`src/rtl/hivek_pkg.sv`:
```
// Shared hivek definitions: machine widths and
// the fetch controller state encoding.
package hivek_pkg;

   localparam int XLEN        = 64;
   localparam int ILEN        = 32;
   localparam int INSTR_BYTES = 4;

   typedef enum logic {
      RUN  = 1'b0,
      LOAD = 1'b1
   } fetch_state_t;

   // Clear the byte offset so every address is word aligned.
   function automatic logic [XLEN-1:0] word_align(
      input logic [XLEN-1:0] addr
   );
      return {addr[XLEN-1:2], 2'b00};
   endfunction

endpackage

```
`src/rtl/fetch_ctrl.sv`:
```
// Instruction fetch controller: streams words from a synchronous
// memory, handles stall/branch, and yields memory to a loader.
module fetch_ctrl
   import hivek_pkg::*;
#(
   parameter logic [XLEN-1:0] RESET_PC = 64'h0
) (
   input  logic            clock,
   input  logic            reset,
   input  logic            stall,
   input  logic            tb,
   input  logic [XLEN-1:0] b_addr,
   input  logic            ld_req,
   input  logic [XLEN-1:0] ld_addr,
   input  logic [ILEN-1:0] ld_data,
   output logic            ld_gnt,
   output logic [XLEN-1:0] mem_addr,
   output logic            mem_wren,
   output logic [ILEN-1:0] mem_wdata,
   input  logic [ILEN-1:0] mem_rdata,
   output logic [XLEN-1:0] pc_o,
   output logic [ILEN-1:0] instr_o,
   output logic            instr_valid
);

   localparam logic [XLEN-1:0] STEP = XLEN'(INSTR_BYTES);

   fetch_state_t    state;
   fetch_state_t    state_n;
   logic [XLEN-1:0] fpc;
   logic [XLEN-1:0] fpc_n;
   logic [XLEN-1:0] pc_n;
   logic            valid_n;
   logic [XLEN-1:0] b_al;
   logic [XLEN-1:0] ld_al;

   assign b_al      = word_align(b_addr);
   assign ld_al     = word_align(ld_addr);
   assign mem_wdata = ld_data;
   assign instr_o   = instr_valid ? mem_rdata : '0;

   // Next-state and memory-port arbitration.
   always_comb begin
      state_n  = state;
      fpc_n    = fpc;
      pc_n     = pc_o;
      valid_n  = instr_valid;
      ld_gnt   = 1'b0;
      mem_wren = 1'b0;
      mem_addr = fpc;
      unique case (state)
         RUN: begin
            // A stalled fetch re-reads pc_o so instr_o stays stable.
            mem_addr = tb ? b_al : (stall ? pc_o : fpc);
            if (ld_req) begin
               state_n = LOAD;
               valid_n = 1'b0;
            end else if (tb) begin
               fpc_n   = b_al + STEP;
               pc_n    = b_al;
               valid_n = 1'b1;
            end else if (!stall) begin
               fpc_n   = fpc + STEP;
               pc_n    = fpc;
               valid_n = 1'b1;
            end
         end
         LOAD: begin
            ld_gnt   = 1'b1;
            mem_addr = ld_al;
            mem_wren = ld_req;
            valid_n  = 1'b0;
            if (!ld_req) begin
               state_n = RUN;
               fpc_n   = RESET_PC;
            end
         end
      endcase
   end

   // State, fetch pointer and output register update.
   always_ff @(posedge clock) begin
      if (reset) begin
         state       <= RUN;
         fpc         <= RESET_PC;
         pc_o        <= '0;
         instr_valid <= 1'b0;
      end else begin
         state       <= state_n;
         fpc         <= fpc_n;
         pc_o        <= pc_n;
         instr_valid <= valid_n;
      end
   end

endmodule

```
`config.mk`:
```
export PLATFORM = sky130hd
export DESIGN_NAME = fetch_ctrl
export DESIGN_NICKNAME = d
export VERILOG_FILES = /design/src/rtl/hivek_pkg.sv /design/src/rtl/fetch_ctrl.sv
export SDC_FILE = /design/constraint.sdc
export NUM_CORES = 1
export LEC_CHECK = 0
export ABC_AREA = 1
export CORE_ASPECT_RATIO = 0.9
export CORE_MARGIN = 1.5
export CORE_UTILIZATION = 44
export DETAILED_ROUTE_END_ITERATION = 7
export PLACE_DENSITY = 0.82
export SYNTH_ARGS = -nofsm -noshare
export SYNTH_HDL_FRONTEND = slang
export SYNTH_SLANG_ARGS = --single-unit
```
`constraint.sdc`:
```
create_clock -name clock -period 3.2 [get_ports clock]
set_clock_uncertainty 0.05 [all_clocks]
set_input_delay 0.96 -clock clock [delete_from_list [all_inputs] [get_ports clock]]
set_output_delay 0.96 -clock clock [all_outputs]
set_load 0.02 [all_outputs]
```
==> results.md, run 1 <==
* Status: finished clean
* DRC at 0
* Final critical-path required period at 3.16 ns
* Switch Pwr at 1780 uW
* Worst-path fanout max at 1
* YS warnings at 0
* Post-synth top cells: nand2_1, nor2_1, inv_1, dfxtp_1, nand3_1
* Cells after synthesis at 1,578
* Worst setup SP type: input pin
* DR iter-0 viols at 1,016
* Largest net degree at the start of global routing at 126
* Row count at 50
* Nets@finish at 2,293
* Layout cell share with drive strength beyond 1 at 0.241
* Total congestion overflow at 0
* Crit path capture type: primary output
* Area contributors post-synth: dfxtp_1, nand2_1, nor2_1, a311o_1, inv_1
* Core Util, Final at 0.747
* Area leader, netlist: dfxtp_1
* Hold crit path type: reg2reg
* FF+latch count, synth at 128
* Cts hold-fix bufs at 0
* PwrDens at 347 nW/um^2
* Cell with the most instances after synthesis: nand2_1
* Overall Global Routing Usage at 0.350
* Die height at 142 um
* Max Cap Viol at 0
* Hold_ws at 0.414 ns
* DR pass1 iterations at 5
* Clk_lat worst skew at 0.44 ns
* Pleak at 0.00723 uW
* CP Class: in2out
* Io pins at 392
* Final critical-path share of the clock period at 0.989
* Final setup viols at 0
* Sequential-to-total area share from yosys stat at 0.273
* CTS Sinks at 128
* Clk pwr share at 0.374
* Top FF cell, synth: dfxtp_1
* Area Growth Syn to Fin at 65.8%
* CTS Buffer Depth at 2
* Cts bufs inserted at 17
* Wirelength per Cell at 16.5 um
* Worst path arrival time at 2.15 ns
* Post-Route WL at 39.4 mm
* Asr flop ratio synth at 0
* Remaining antenna violation count at 0
* Via/cell ratio at 5.28
* Via count at 12,651
* Clk slew on worst S/H paths at 0.07 ns
* Switch share at 0.329
* Pins over their slew limit at 0
* Post-synth EDFFs at 0
* Count of final hold-check violations at 0
* Req. time, crit path at 2.19 ns
* Syn_area_per_cell at 5.95 sq um
* Synth unique cells at 34
* Port buffer count at 323
* Routability cong. at 0.988
* Int Power at 3620 uW
* Initial Utilization at 0.450
* Vias in the first global route at 12,116
* Combinational Power Share at 0.302
* First-pass GRT wire length at 61.3 mm
* Slew Limit Headroom at 0.510
* Yosys top cell area share at 0.273
* Initial antenna violation count at 0
* Place WS at -0.739 ns
* Fin area at 15,600 sq um
* Peak supply drop at 0.294 mV
* Synthesized area at 9380 sq um
* Post-Syn Nets at 1,776
* Ant diodes at 0
* Core ar. at 20,800 sq um
* CTS H-tree lvls at 4
* Clock root buffer: clkbuf_16
* Fmax at 0.316 GHz
* Die width at 157 um
* CTS tree: yes
* Tightest Pin Transition at 0.734 ns
* Final worst-path setup slack at 0.0360 ns
* Die Area at 22,200 sq um
* Post-DP HPWL at 29.8 mm
* Dpl cell area at 15,000 sq um
* Part of the power in registers at 0.325
cells in the final DEF, fill, tap and decap left out, types with 3 or more instances in the layout:
master	count
a311o_1	62
nand2_1	472
dfxtp_1	128
nor2_4	6
a21oi_1	80
dlymetal6s2s_1	14
a31oi_1	18
buf_4	288
buf_6	5
nor2_1	233
clkinv_4	4
nor2_2	22
nand2_2	24
buf_2	36
a31oi_2	47
nand4_1	11
o21ai_0	39
inv_1	140
buf_12	13
clkdlybuf4s15_1	4
nor3_1	6
clkbuf_16	17
o21ai_2	19
dlygate4sd2_1	7
o21ai_1	24
o21bai_1	21
clkdlybuf4s50_1	238
clkinvlp_4	3
nand3_1	90
inv_6	6
clkdlybuf4s15_2	6
nand3b_1	3
repair_timing:
action / CTS / global route
resized for setup: 308 / 46
pin swaps: 2 / 5
gates cloned: 2 / 0
endpoints found under the setup margin: 68 / 99
buffers inserted: 2 / 0
routing by layer:
layer	up-vias	track usage	routed length, um
met3	77	0.0693	2980
met2	529	0.579	18300
met5	-	0	0
li1	6205	-	-
met4	0	0.131	1110
met1	5840	0.451	17000
worst paths after layout:
check / start / endpoint / slack (ns) / depth (start not counted)
min reg2reg: pc_o[0] / pc_o[0] / 0.41 / 2
max reg2reg: fpc[7] / fpc[36] / 0.85 / 12
min: pc_o[0] / pc_o[0] / 0.41 / 2
max: mem_rdata[27] / instr_o[27] / 0.04 / 4
sequential cells by signal, summed over array words and instances (netlist names):
register     flops
instr_valid      1
state            1
fpc             62
pc_o            64
kinds of logic (layout without fill, tap and decap cells):
| family | after synthesis | after routing | share of synthesized area |
|---|---|---|---|
| XOR/XNOR | 3 | 3 | 0.00280 |
| AND/OR/NAND/NOR | 869 | 869 | 0.379 |
| buffers and inverters | 260 | 790 | 0.125 |
| flip-flops | 128 | 128 | 0.273 |
| adder cells (fa/ha/maj) | 1 | 1 | 0.00133 |
| AO/OA/AOI/OAI | 317 | 317 | 0.219 |
stage by stage:
stage / cells / setup TNS, ns / power, uW
2_1_floorplan: 1578 / 0 / 2630
3_3_place_gp: 2359 / -44.39 / 3370
3_5_place_dp: 2359 / -47.97 / 3410
4_1_cts: 2395 / -0.575 / 5410
5_1_grt: 2394 / -0.00659 / 5600
6_report: 2394 / 0 / 5390
power by group through the flow:
| stage | Sequential, uW | Clock, uW | Combinational (uW) |
|---|---|---|---|
| final | 1750 | 2010 | 1630 |
| after detailed placement | 1780 | 0 | 1640 |
| after global placement | 1770 | 0 | 1600 |
| after global routing | 1760 | 2090 | 1740 |
| after floorplan | 1850 | 0 | 786 |
| after CTS | 1750 | 2040 | 1630 |
layout make-up:
| class | instances | area, sq um |
|---|---|---|
| timing repair buffer | 613 | 5430 |
| tap | 286 | 358 |
| clock inverter | 15 | 173 |
| multi-input combinational | 1190 | 6050 |
| sequential | 128 | 2560 |
| clock buffer | 17 | 425 |
| inverter | 145 | 554 |
| fill | 1627 | 5280 |
worst max-delay path: stages:
cell and delay (ns):
clkdlybuf4s50_1 0.45, nand2_1 0.06, inv_1 0.07, clkdlybuf4s50_1 0.60
No activity file was read; power rests on OpenSTA's default activity.
==> run 2: changes to the inputs <==
--- a/config.mk
+++ b/config.mk
@@ -7,7 +7,7 @@
 export LEC_CHECK = 0
 export ABC_AREA = 1
 export CORE_ASPECT_RATIO = 0.9
-export CORE_MARGIN = 1.5
+export CORE_MARGIN = 2
 export CORE_UTILIZATION = 44
 export DETAILED_ROUTE_END_ITERATION = 7
 export PLACE_DENSITY = 0.82
==> run 2 against run 1 <==
  * Die area up 1.3%
  * Cell area down 1.2%
  * Utilization down 0.92 points
  * Sequential power about the same
  * Combinational power about the same
  * Clock power up 3%
  * Total power up 0.64%
  * Global-route usage down 1.6 points
  * Maximum frequency down 0.25%
  * Sequential share of layout area up 0.21 points
  * Wire length down 0.60%
  * Flip-flop and latch count unchanged
  * Critical path type unchanged
  * Largest power group unchanged
  * Highest routed layer unchanged
==> results.md, run 2 (synthesis results as in run 1) <==
* # fillers at 1,740
* Tightest Pin Transition at 0.706 ns
* Hold Crit Endpoint: fpc[40]
* Die height at 143 um
* Hold_ws at 0.414 ns
* Cts bufs inserted at 17
* Pins over their slew limit at 0
* Nets@finish at 2,270
* Initial antenna violation count at 0
* Count of final hold-check violations at 0
* Io pins at 392
* Cts hold-fix bufs at 0
* Final critical-path share of the clock period at 0.991
* Via count at 12,510
* Worst path arrival time at 2.16 ns
* Clk_lat worst skew at 0.43 ns
* Initial Utilization at 0.450
* Hold Path Depth at 2
* Crit path capture type: primary output
* Die width at 158 um
* Largest register FFs at 64
* Worst setup SP type: input pin
* Ant diodes at 0
* Layout cell share with drive strength beyond 1 at 0.232
* Fmax at 0.315 GHz
* Reg2reg path depth at 13
* Die Area at 22,500 sq um
* Post-Route WL at 39.2 mm
* Worst-path fanout max at 2
* Place WS at -0.701 ns
* DR iter-0 viols at 1,023
* Largest net degree at the start of global routing at 126
* Area Growth Syn to Fin at 63.7%
* Reg-to-reg endpoint: fpc[55]
* CP Class: in2out
* Post-DP HPWL at 29.5 mm
* Largest regs: pc_o: 64 flops, fpc: 62 flops
* Most frequent cells in the layout: nand2_1, buf_4, clkdlybuf4s50_1
* Clock root buffer: clkbuf_16
* CTS Buffer Depth at 2
* Clk slew on worst S/H paths at 0.05 ns
* Hold crit path type: reg2reg
* Final critical-path required period at 3.17 ns
* Status: finished clean
* CTS tree: yes
* Final Non-Filler Cells at 2,371
* R2R Setup Slk at 0.94 ns
* DRC at 0
* CTS H-tree lvls at 4
* Most common cell after layout, fill and taps aside: nand2_1
* PwrDens at 353 nW/um^2
* Overall Global Routing Usage at 0.335
* Core ar. at 20,800 sq um
* Req. time, crit path at 2.19 ns
* CTS Sinks at 128
* Core Util, Final at 0.737
* Via/cell ratio at 5.28
* Max Cap Viol at 0
* Final Power at 5430 uW
* First-pass GRT wire length at 59.7 mm
* Pleak at 0.00708 uW
* Total congestion overflow at 0
* Slew Limit Headroom at 0.529
* Port buffer count at 323
* Row count at 50
* Vias in the first global route at 11,875
* Remaining antenna violation count at 0
* DR pass1 iterations at 6
* R2r startpoint: fpc[25]
* Routability cong. at 0.945
* Register name with the most flops: pc_o
* Peak supply drop at 0.281 mV
* Placed cell count at 2,335
* Final worst-path setup slack at 0.0281 ns
* Wirelength per Cell at 16.5 um
* Hold wc startpoint: fpc[40]
* Final setup viols at 0
==> run 2: worst max path at each step <==
stage                   from  cells after the start  slack [ns]      endpoint
5_1_grt        mem_rdata[17]                      4       -0.01   instr_o[17]
3_5_place_dp           stall                      9       -0.70  mem_addr[25]
3_3_place_gp           stall                      9       -0.66  mem_addr[35]
6_report              ld_req                      4        0.03      mem_wren
2_1_floorplan             tb                      6        0.03   mem_addr[0]
4_1_cts                stall                      6       -0.03   mem_addr[5]
==> run 2: power by group <==
group,total (uW),switching [uW],internal (uW)
Sequential,1750,64.9,1690
Combinational,1610,854,755
Clock,2070,828,1240
Total,5430,1750,3680
==> run 2: layout make-up <==
cell class                 instances  area (sq um)  share of cell area
tap                              286           358              0.0233
sequential                       128          2560               0.167
clock inverter                    14           180              0.0117
timing repair buffer             590          5230               0.340
multi-input combinational       1190          6050               0.394
clock buffer                      18           429              0.0279
inverter                         145           552              0.0359
==> run 2: stage by stage <==
stage / instance area (sq um) / TNS (ns)
finish: 15400 / 0
global route: 15400 / -0.0235
CTS: 15300 / -0.0762
detailed placement: 14800 / -46.32
global placement: 14800 / -42.62
floorplan: 9680 / 0
==> run 2: what timing repair did <==
action,4_1_cts,5_1_grt
pin swaps,3,4
resized for setup,331,44
gates cloned,2,0
buffers inserted,2,1
endpoints found under the setup margin,67,77
==> run 2: critical path, cell delays in order <==
cell             delay, ns
clkdlybuf4s50_1       0.48
nand2_1               0.05
inv_1                 0.05
clkdlybuf4s50_1       0.62
==> run 2: routing by layer <==
metal	part of all wire	wire length, um	track usage
met1	0.43	16900	0.432
met2	0.47	18400	0.562
met3	0.081	3170	0.0758
met4	0.016	622	0.0890
met5	0	0	0
==> run 3: changes to the inputs <==
--- a/config.mk
+++ b/config.mk
@@ -10,6 +10,7 @@
 export CORE_MARGIN = 2
 export CORE_UTILIZATION = 44
 export DETAILED_ROUTE_END_ITERATION = 7
+export GPL_ROUTABILITY_DRIVEN = 0
 export PLACE_DENSITY = 0.82
 export SYNTH_ARGS = -nofsm -noshare
 export SYNTH_HDL_FRONTEND = slang
==> run 3 against run 2 <==
  * First-iteration DRC count rose by 16%
  * Sequential power barely moved
  * Global-route usage fell by 1.0 points
  * Final cell count fell by 1.5%
  * Maximum frequency fell by 0.37%
  * Wire length fell by 3.2%
  * Register-to-register slack got worse by 0.02 ns
  * Via count rose by 1.8%
  * Sequential share of layout area rose by 0.36 points
  * Clock power fell by 6%
  * Critical path type unchanged
==> results.md, run 3 (synthesis results as in run 1) <==
* Fmax at 0.314 GHz
* Hold crit path type: reg2reg
* Final Power at 5300 uW
* Via count at 12,733
* DR pass1 iterations at 8
* Worst-path fanout max at 1
* Part of the power in registers at 0.330
* Top sig layer: met4
* CTS Buffer Depth at 2
* Clk slew on worst S/H paths at 0.05 ns
* Slew Limit Headroom at 0.560
* Crit path top cell by count: clkdlybuf4s50_1
* Most common cell after layout, fill and taps aside: nand2_1
* Combinational Power Share at 0.304
* Placed cell count at 2,300
* Met3 WL post-DR at 4.01 mm
* Met2 Wirelength at 17.3 mm
* Slowest stage delay, CP at 0.60 ns
* Final Non-Filler Cells at 2,335
* Vias in the first global route at 11,872
* Via/cell ratio at 5.45
* Int Power at 3640 uW
* Largest register FFs at 64
* Largest net degree at the start of global routing at 126
* CP Class: in2out
* Tightest Pin Transition at 0.660 ns
* Count of final hold-check violations at 0
* DRC at 0
* Req. time, crit path at 2.19 ns
* Initial antenna violation count at 0
* Cts hold-fix bufs at 0
* Die width at 158 um
* Core ar. at 20,800 sq um
* Initial Utilization at 0.450
* Fin area at 15,000 sq um
* Post-Route WL at 37.9 mm
* Crit path max-delay cell type: clkdlybuf4s50_1
* Port buffer count at 323
* Die height at 143 um
* Final critical-path share of the clock period at 0.995
* Clock root buffer: clkbuf_16
* Pleak at 0.00685 uW
* Most frequent cells in the layout: nand2_1, buf_4, clkdlybuf4s50_1
* Worst path arrival time at 2.17 ns
* Row count at 50
* Wirelength per Cell at 16.2 um
* Pins over their slew limit at 0
* Final setup viols at 0
* Post-DP HPWL at 28.1 mm
* CTS tree: yes
* First-pass GRT wire length at 58.5 mm
* Clk_lat worst skew at 0.43 ns
* Ant diodes at 0
* Status: finished clean
* Max Cap Viol at 0
* Clk pwr share at 0.367
* Die Area at 22,500 sq um
* Io pins at 392
* Register name with the most flops: pc_o
* Met1 wire length at 15.2 mm
* Total congestion overflow at 0
* Sequential standard cell area at 2560 sq um
* CTS H-tree lvls at 4
* Worst path cell trace: clkdlybuf4s50_1 -> nand2_1 -> inv_1 -> clkdlybuf4s50_1
* Layout cell share with drive strength beyond 1 at 0.211
* Core Util, Final at 0.722
* CP bufs+invs at 3
* Remaining antenna violation count at 0
* Final critical-path required period at 3.18 ns
* DR iter-0 viols at 1,187
* # fillers at 1,671
* Peak supply drop at 0.299 mV
* Multi-input logic area at 5990 sq um
* Overall Global Routing Usage at 0.325
* Nets@finish at 2,235
* Crit path capture type: primary output
* Cts bufs inserted at 17
* Dpl cell area at 14,500 sq um
* Largest regs: pc_o: 64 flops, fpc: 62 flops
* Post-route setup TNS at 0 ns
* CP top delay family: buffers and inverters
* Switch share at 0.313
* Area Growth Syn to Fin at 60.3%
* PwrDens at 352 nW/um^2
* Worst setup SP type: input pin
* Switch Pwr at 1660 uW
* CTS Sinks at 128
## run 3: worst paths after layout
check	from	to	slack, ns	cells past startpoint
setup reg to reg	fpc[27]	fpc[55]	0.92	13
setup / recovery	mem_rdata[6]	instr_o[6]	0.02	4
hold reg to reg	fpc[32]	fpc[32]	0.41	2
hold / removal	fpc[32]	fpc[32]	0.41	2
## run 3: area by class of cell
cell class                      count  area share
Multi-Input combinational cell   1190       0.398
Inverter                          145      0.0367
Clock inverter                     10     0.00741
Timing Repair Buffer              555       0.332
Clock buffer                       21      0.0313
Sequential cell                   128       0.170
Tap cell                          286      0.0238
## run 3: worst min-delay path: cells and delay by family, from the launching register on
kind,cells,cell delay (ns)
AND/OR/NAND/NOR,1,0.06
AO/OA/AOI/OAI,1,0.05
flip-flops,1,0.30
## run 3: power groups by stage
| stage | Sequential, uW | Combinational (uW) | Clock, uW |
|---|---|---|---|
| after floorplan | 1850 | 786 | 0 |
| after global placement | 1770 | 1580 | 0 |
| after detailed placement | 1780 | 1610 | 0 |
| after CTS | 1750 | 1590 | 1950 |
| after global routing | 1760 | 1720 | 2030 |
| final | 1750 | 1610 | 1940 |
## run 3: repair_timing
item / in CTS / in global routing
pin swaps: 3 / 1
buffers inserted: 2 / 0
endpoints found under the hold margin: 0 / 0
gates cloned: 2 / 0
resized for setup: 347 / 20
setup endpoints to repair: 66 / 87
## run 3: through the flow
step | setup slack, ns | hold slack [ns]
floorplan | 0.0301 | 0.391
global placement | -0.662 | 0.399
detailed placement | -0.706 | 0.406
CTS | 0.000366 | 0.415
global route | -0.000111 | 0.431
finish | 0.0162 | 0.411
## run 3: routing by layer
layer	global-route usage	up-vias
met2	0.525	730
met3	0.0740	137
met1	0.417	5773
met5	0	-
met4	0.132	0
li1	-	6093
